**config.mk**
```make
export PLATFORM = sky130hd
export DESIGN_NAME = change_dispenser_flat
export DESIGN_NICKNAME = d
export VERILOG_FILES = /design/src/rtl/change_dispenser_if.sv /design/src/rtl/change_dispenser.sv /design/src/flat_wrapper.sv
export SDC_FILE = /design/constraint.sdc
export NUM_CORES = 1
export LEC_CHECK = 0
export BUFFER_PORTS_ARGS = -buffer_cell sky130_fd_sc_hd__buf_2
export CAP_MARGIN = 40
export CORE_ASPECT_RATIO = 0.5
export CORE_MARGIN = 3
export CORE_UTILIZATION = 58
export DETAILED_ROUTE_END_ITERATION = 12
export PLACE_DENSITY_LB_ADDON = 0.15
export SETUP_SLACK_MARGIN = 0.2
export SYNTH_ARGS = -nofsm -noshare
export SYNTH_HDL_FRONTEND = slang
export SYNTH_SLANG_ARGS = --single-unit
```
**constraint.sdc**
```tcl
create_clock -name clk -period 6.95 [get_ports clk]
set_clock_uncertainty 0.05 [all_clocks]
set_input_delay 1.0425 -clock clk [delete_from_list [all_inputs] [get_ports clk]]
set_output_delay 1.0425 -clock clk [all_outputs]
set_load 0.02 [all_outputs]
```
**src/rtl/change_dispenser_if.sv**
```systemverilog
`default_nettype none
// ============================================================================
//  Module      : change_if
//  Description : Handshake, payout and status bundle between the vending FSM
//                (master) and the change dispenser (slave).
//  Revision    : 1.0  initial release
// ============================================================================
interface change_if #(
    parameter int AMT_W = 8,
    parameter int CNT_W = 6
) ();
    logic             change_valid;
    logic [AMT_W-1:0] change_amt;
    logic             change_ready;
    logic             refill;
    logic [3:0]       coin_out;
    logic             busy;
    logic             done;
    logic             short;
    logic [AMT_W-1:0] remaining;
    logic [CNT_W-1:0] stock50;
    logic [CNT_W-1:0] stock10;
    logic [CNT_W-1:0] stock5;
    logic [CNT_W-1:0] stock1;

    modport master (
        output change_valid, change_amt, refill,
        input  change_ready, coin_out, busy, done, short, remaining,
               stock50, stock10, stock5, stock1
    );

    modport slave (
        input  change_valid, change_amt, refill,
        output change_ready, coin_out, busy, done, short, remaining,
               stock50, stock10, stock5, stock1
    );
endinterface
`default_nettype wire

```
**src/rtl/change_dispenser.sv**
```systemverilog
`default_nettype none
// ============================================================================
//  Module      : change_dispenser
//  Description : Pays out a change amount as coin-ejector pulses, largest
//                coin first (50/10/5/1), tracking per-tube stock and flagging
//                a shortfall when the tubes cannot cover the amount.
//  Revision    : 1.0  initial release
// ============================================================================
module change_dispenser #(
    parameter int AMT_W     = 8,
    parameter int CNT_W     = 6,
    parameter int STOCK_MAX = 20,
    parameter int PULSE_CYC = 2,
    parameter int GAP_CYC   = 1
) (
    input  wire logic clk,
    input  wire logic rst,
    change_if.slave   bus
);

    // Timer must reach the longer of the pulse and gap phases.
    localparam int c_TMR_MAX = (PULSE_CYC > GAP_CYC) ? PULSE_CYC : GAP_CYC;
    localparam int c_TW      = (c_TMR_MAX > 1) ? $clog2(c_TMR_MAX) : 1;
    localparam logic [c_TW-1:0]  c_PULSE_LAST = c_TW'(PULSE_CYC - 1);
    localparam logic [c_TW-1:0]  c_GAP_LAST   = c_TW'(GAP_CYC - 1);
    localparam logic [CNT_W-1:0] c_STOCK_MAX  = CNT_W'(STOCK_MAX);

    typedef enum logic [2:0] {
        S_IDLE   = 3'd0,
        S_SELECT = 3'd1,
        S_PULSE  = 3'd2,
        S_GAP    = 3'd3,
        S_DONE   = 3'd4
    } state_t;

    state_t           r_state;
    state_t           w_next;
    logic [c_TW-1:0]  r_tmr;
    logic [1:0]       r_coin;        // tube index: 3=50 2=10 1=5 0=1
    logic [AMT_W-1:0] r_remaining;
    logic             r_short;
    logic [CNT_W-1:0] r_stock [4];

    logic             w_sel_ok;
    logic [1:0]       w_sel_idx;
    logic [AMT_W-1:0] w_coin_val;
    logic             w_ready;
    logic             w_busy;
    logic             w_done;
    logic [3:0]       w_coin_out;

    // Face value of a tube index.
    function automatic logic [AMT_W-1:0] coin_value(input logic [1:0] idx);
        case (idx)
            2'd3:    coin_value = AMT_W'(50);
            2'd2:    coin_value = AMT_W'(10);
            2'd1:    coin_value = AMT_W'(5);
            default: coin_value = AMT_W'(1);
        endcase
    endfunction

    // Largest coin that fits the amount owed and whose tube is not empty.
    always_comb begin
        w_sel_ok  = 1'b1;
        w_sel_idx = 2'd0;
        if (r_remaining >= coin_value(2'd3) && r_stock[3] != '0) begin
            w_sel_idx = 2'd3;
        end else if (r_remaining >= coin_value(2'd2) && r_stock[2] != '0) begin
            w_sel_idx = 2'd2;
        end else if (r_remaining >= coin_value(2'd1) && r_stock[1] != '0) begin
            w_sel_idx = 2'd1;
        end else if (r_remaining >= coin_value(2'd0) && r_stock[0] != '0) begin
            w_sel_idx = 2'd0;
        end else begin
            w_sel_ok  = 1'b0;
        end
    end

    assign w_coin_val = coin_value(r_coin);

    // State register.
    always_ff @(posedge clk or posedge rst) begin
        if (rst) begin
            r_state <= S_IDLE;
        end else begin
            r_state <= w_next;
        end
    end

    // Next-state decode and state-derived outputs.
    always_comb begin
        w_next     = r_state;
        w_ready    = 1'b0;
        w_busy     = 1'b1;
        w_done     = 1'b0;
        w_coin_out = 4'b0000;
        case (r_state)
            S_IDLE: begin
                w_ready = 1'b1;
                w_busy  = 1'b0;
                if (bus.change_valid) begin
                    w_next = S_SELECT;
                end
            end
            S_SELECT: begin
                // A zero amount also fails selection, so one test covers both ends.
                w_next = w_sel_ok ? S_PULSE : S_DONE;
            end
            S_PULSE: begin
                w_coin_out = 4'b0001 << r_coin;
                if (r_tmr == c_PULSE_LAST) begin
                    w_next = S_GAP;
                end
            end
            S_GAP: begin
                if (r_tmr == c_GAP_LAST) begin
                    w_next = S_SELECT;
                end
            end
            S_DONE: begin
                w_done = 1'b1;
                w_next = S_IDLE;
            end
            default: begin
                w_next = S_IDLE;
            end
        endcase
    end

    // Phase timer, amount owed, shortfall flag, chosen coin and tube stock.
    always_ff @(posedge clk or posedge rst) begin
        if (rst) begin
            r_tmr       <= '0;
            r_coin      <= 2'd0;
            r_remaining <= '0;
            r_short     <= 1'b0;
            for (int i = 0; i < 4; i++) begin
                r_stock[i] <= c_STOCK_MAX;
            end
        end else begin
            // Timer restarts on every phase change.
            if ((r_state == S_PULSE || r_state == S_GAP) && w_next == r_state) begin
                r_tmr <= r_tmr + 1'b1;
            end else begin
                r_tmr <= '0;
            end

            case (r_state)
                S_IDLE: begin
                    if (bus.change_valid) begin
                        r_remaining <= bus.change_amt;
                        r_short     <= 1'b0;
                    end else if (bus.refill) begin
                        for (int i = 0; i < 4; i++) begin
                            r_stock[i] <= c_STOCK_MAX;
                        end
                    end
                end
                S_SELECT: begin
                    if (w_sel_ok) begin
                        r_coin <= w_sel_idx;
                    end else begin
                        r_short <= (r_remaining != '0);
                    end
                end
                S_PULSE: begin
                    // Debit once, on the first cycle of the pulse; selection
                    // guarantees both operands cover the subtraction.
                    if (r_tmr == '0) begin
                        r_remaining     <= r_remaining - w_coin_val;
                        r_stock[r_coin] <= r_stock[r_coin] - 1'b1;
                    end
                end
                default: begin
                end
            endcase
        end
    end

    assign bus.change_ready = w_ready;
    assign bus.busy         = w_busy;
    assign bus.done         = w_done;
    assign bus.coin_out     = w_coin_out;
    assign bus.short        = r_short;
    assign bus.remaining    = r_remaining;
    assign bus.stock50      = r_stock[3];
    assign bus.stock10      = r_stock[2];
    assign bus.stock5       = r_stock[1];
    assign bus.stock1       = r_stock[0];

endmodule
`default_nettype wire

```
**src/flat_wrapper.sv**
```systemverilog
// flat-port wrapper written by rule: the top's interface ports become plain ports
module change_dispenser_flat 
#(
    parameter int AMT_W     = 8,
    parameter int CNT_W     = 6,
    parameter int STOCK_MAX = 20,
    parameter int PULSE_CYC = 2,
    parameter int GAP_CYC   = 1
)
  (clk, rst, bus_change_valid, bus_change_amt, bus_refill, bus_change_ready, bus_coin_out, bus_busy, bus_done, bus_short, bus_remaining, bus_stock50, bus_stock10, bus_stock5, bus_stock1);
  change_if #(.AMT_W(AMT_W), .CNT_W(CNT_W)) bus_i ();
  input  wire logic clk;
  input  wire logic rst;
  input wire logic [$bits(bus_i.change_valid)-1:0] bus_change_valid;
  input wire logic [$bits(bus_i.change_amt)-1:0] bus_change_amt;
  input wire logic [$bits(bus_i.refill)-1:0] bus_refill;
  output wire logic [$bits(bus_i.change_ready)-1:0] bus_change_ready;
  output wire logic [$bits(bus_i.coin_out)-1:0] bus_coin_out;
  output wire logic [$bits(bus_i.busy)-1:0] bus_busy;
  output wire logic [$bits(bus_i.done)-1:0] bus_done;
  output wire logic [$bits(bus_i.short)-1:0] bus_short;
  output wire logic [$bits(bus_i.remaining)-1:0] bus_remaining;
  output wire logic [$bits(bus_i.stock50)-1:0] bus_stock50;
  output wire logic [$bits(bus_i.stock10)-1:0] bus_stock10;
  output wire logic [$bits(bus_i.stock5)-1:0] bus_stock5;
  output wire logic [$bits(bus_i.stock1)-1:0] bus_stock1;
  assign bus_i.change_valid = bus_change_valid;
  assign bus_i.change_amt = bus_change_amt;
  assign bus_i.refill = bus_refill;
  assign bus_change_ready = bus_i.change_ready;
  assign bus_coin_out = bus_i.coin_out;
  assign bus_busy = bus_i.busy;
  assign bus_done = bus_i.done;
  assign bus_short = bus_i.short;
  assign bus_remaining = bus_i.remaining;
  assign bus_stock50 = bus_i.stock50;
  assign bus_stock10 = bus_i.stock10;
  assign bus_stock5 = bus_i.stock5;
  assign bus_stock1 = bus_i.stock1;
  change_dispenser #(.AMT_W(AMT_W), .CNT_W(CNT_W), .STOCK_MAX(STOCK_MAX), .PULSE_CYC(PULSE_CYC), .GAP_CYC(GAP_CYC)) u_core (.clk(clk), .rst(rst), .bus(bus_i));
endmodule
```
==> out/metrics.csv <==
stage,metric,value,unit
outcome,status,completed,
critical_path,worst-path cell chain,nor2_1 -> nand2_1 -> nor3_1 -> buf_2,
global_routing,total track usage,0.2600,
clock_tree,hold_buf cts,0,
die,core area,3585,um2
die,Die X-Extent,94.32,um
critical_path,R2R Setup Slk,4.24,ns
critical_path,Crit. End Element,primary output,
timing,Max Clock Freq,338.6,MHz
synth,sequential area share after synthesis,0.4358,
die,total die area,4731,um2
route,Post-route DRC,0,
die,initial core utilization,0.6311,
die,chip height,50.16,um
critical_path,"delay-heaviest family, CP",simple AND/OR/NAND/NOR gates,
route,wire per inst,16.24,um
finish,Layout area overhead,16.98,%
clock_tree,Clock Tree Buf Depth,2,
timing,total negative slack,0,ns
placement,count of input and output buffers,51,
timing,hold_ws,0.4520,ns
synth,syn_nets,274,
critical_path,Startpoint Class,register,
timing,setup violators final,0,
pwr,combinational power share,0.575,
synth,#FFs+latches synth,39,
clock_tree,CTS Root Cell,clkbuf_8,
finish,antenna fix cells,0,
synth,Synth Cell Area,2262,um2
die,Cell Rows,15,
clock_tree,clock-pin slew on the worst setup and hold paths,0.08,ns
synth,"Avg Cell Area, Syn",8.906,um2
pwr,maximum vdd ir drop,261.5,uV
pwr,power density over the cells,547.5,nW/um2
timing,final hold vios,0,
clock_tree,number of clock sinks,39,
clock_tree,Resized cells post-CTS,0,
route,vias,2148,
finish,number of fillers in the final layout,268,
timing,crit path time final,2.954,ns
timing,Worst-Margin Slew,0.8583,ns
clock_tree,worst-skew pair later-pin latency,0.29,ns
route,via density per instance,6.000,
critical_path,CP bufs+invs,1,
route,first-pass detailed-route iteration total,5,
synth,Synth top area share,0.3429,
global_routing,vias in the first global route,1953,
synth,Yosys warning count,0,
critical_path,Slowest cell on crit path,nand2_1,
pwr,Flop pwr share,0.319,
clock_tree,CTS buffer count,5,
timing,RSZ-0062 raised after global routing,no,
critical_path,CP peak stage delay,0.48,ns
clock_tree,Clock H-tree levels,2,
route,Routed WL,5.814,mm
pwr,net switching power,0.0007415,W
clock_tree,CTS tree,yes,
finish,share of layout cells above drive strength 1,0.2476,
synth,synth unique cells,40,
pwr,total power,0.001449,W
placement,gpl congestion,0.9154,
pwr,leakage power total,1.252,nW
synth,top post-synthesis cells by area,"dfrtp_1 34%, dfstp_2 9.3%, mux4_2 6.0%",
critical_path,WS Path Type,reg -> out,
global_routing,antenna violations before repair,0,
die,I/O pin cnt,52,
pwr,sw frac,0.5118,
timing,Max Slew Vio Count,0,
global_routing,first-pass GRT wire length,9.425,mm
critical_path,CP required,5.86,ns
route,Routed Antenna Nets,0,
critical_path,WP data arrival,1.86,ns
run,max-cap viol count,0,
synth,Mapped Cells,254,
timing,final clock period utilization by the worst path,0.4250,
worst_hold_path,Worst Hold Class,reg -> reg,
pwr,clock network power share,0.105,
synth,Synth area leader,dfrtp_1,
pwr,Internal Power,0.0007072,W
timing,Slew headroom,0.4217,
clock_tree,number of setup buffers added after CTS,0,
finish,nets,326,
critical_path,crit-path max FO,26,
global_routing,pin count of the biggest net entering global routing,40,
placement,post-DP HPWL,4.346,mm
global_routing,GR Overflow Total,0,
route,DRT iter0 DRCs,225,
[cells in the final DEF, fill, tap and decap left out, types with 6 or more instances in the layout]
master   count
a21oi_1     17
ha_1         7
nor2_1      24
dfstp_2      8
mux4_2       6
a22oi_1      8
nor3_1      13
inv_1       22
dfrtp_1     31
o21ai_0     23
nand2_1     33
buf_2       51
nor4_1       7
[sequential cells by signal, indices dropped and copies added (netlist names)]
| name | flops |
|---|---|
| u_core.bus.stock10 | 6 |
| u_core.bus.remaining | 8 |
| u_core.bus.stock1 | 6 |
| u_core.r_tmr | 1 |
| u_core.bus.short | 1 |
| u_core.r_coin | 2 |
| u_core.r_state | 3 |
| u_core.bus.stock5 | 6 |
| u_core.bus.stock50 | 6 |
[synthesized netlist by cell type, drive strengths merged]
cell and number:
a41o 1, xnor2 2, and2 1, nor2b 4, o21a 4, nor3 13, fa 1, nand3 1
or3b 1, o311ai 1, a22oi 8, xor2 2, nand2b 4, a21oi 17, o22ai 2, ha 7
nand4 1, o21ai 28, mux4 6, maj3 1, mux2i 1, nand3b 3, a32o 1, o311a 1
a31oi 2, dfrtp 31, o211ai 1, dfstp 8, a21o 2, nor4 7, inv 22, buf 2
clkbuf 6, a31o 1, a211oi 3, nand2 33, or2 1, nor2 24
[power by group through the flow]
| stage | clock (W) | combinational (W) | sequential (W) |
|---|---|---|---|
| floorplan | 0 | 0.000548 | 0.000495 |
| global placement | 0 | 0.000785 | 0.000457 |
| detailed placement | 0 | 0.000806 | 0.000464 |
| CTS | 0.000152 | 0.000817 | 0.000459 |
| global route | 0.000165 | 0.000913 | 0.000478 |
| finish | 0.000152 | 0.000834 | 0.000463 |
[logic make-up (layout without fill, tap and decap cells)]
| family | after synthesis | in the layout | synth area share |
|---|---|---|---|
| multiplexers | 7 | 7 | 0.06416 |
| buffers and inverters | 30 | 83 | 0.05199 |
| AND/OR/NAND/NOR | 93 | 93 | 0.1892 |
| XOR/XNOR | 4 | 4 | 0.01549 |
| AO/OA/AOI/OAI | 72 | 72 | 0.1914 |
| adder cells (fa/ha/maj) | 9 | 9 | 0.05199 |
| flip-flops | 39 | 39 | 0.4358 |
[per-layer routing]
layer  global-route usage  wire length, um
met1               0.3894             2610
met5                    0                0
met4              0.05755               12
met2               0.3850             2561
met3              0.06287              630
[metrics by stage]
step / utilization / cells / instance area, um2 / worst slack, ns
2_1_floorplan: - / 254 / 2262 / 4.468
3_3_place_gp: 0.7124 / 349 / 2554 / 4.391
3_5_place_dp: 0.7124 / 349 / 2554 / 4.290
4_1_cts: 0.7361 / 357 / 2639 / 3.993
5_1_grt: 0.7382 / 358 / 2646 / 3.743
6_report: 0.7382 / 358 / 2646 / 3.996
[cell type report]
class	instances	area [um2]	share of cell area
well taps	51	63.81	0.02411
multi-input cells	185	1159	0.4378
inverters	22	82.58	0.03121
repair buffers	53	270.3	0.1021
clock inverters	2	12.51	0.004728
clock buffers	6	72.57	0.02742
flip-flops and latches	39	985.9	0.3726
[worst paths after layout]
check                      depth (start not counted)                                   to                          from
min in group asynchronous                          3               u_core.r_tmr$_DFF_PP0_                           rst
max                                                4                      bus_coin_out[0]   u_core.r_state[0]$_DFF_PP0_
min reg2reg                                        1          u_core.r_state[0]$_DFF_PP0_   u_core.r_state[2]$_DFF_PP0_
max in group asynchronous                          3     u_core.bus.stock5[4]$_DFFE_PP1P_                           rst
min                                                1          u_core.r_state[0]$_DFF_PP0_   u_core.r_state[2]$_DFF_PP0_
max reg2reg                                        9  u_core.bus.remaining[6]$_DFFE_PP0P_  u_core.r_coin[1]$_DFFE_PP0P_
(Power assumes the default switching activity.)
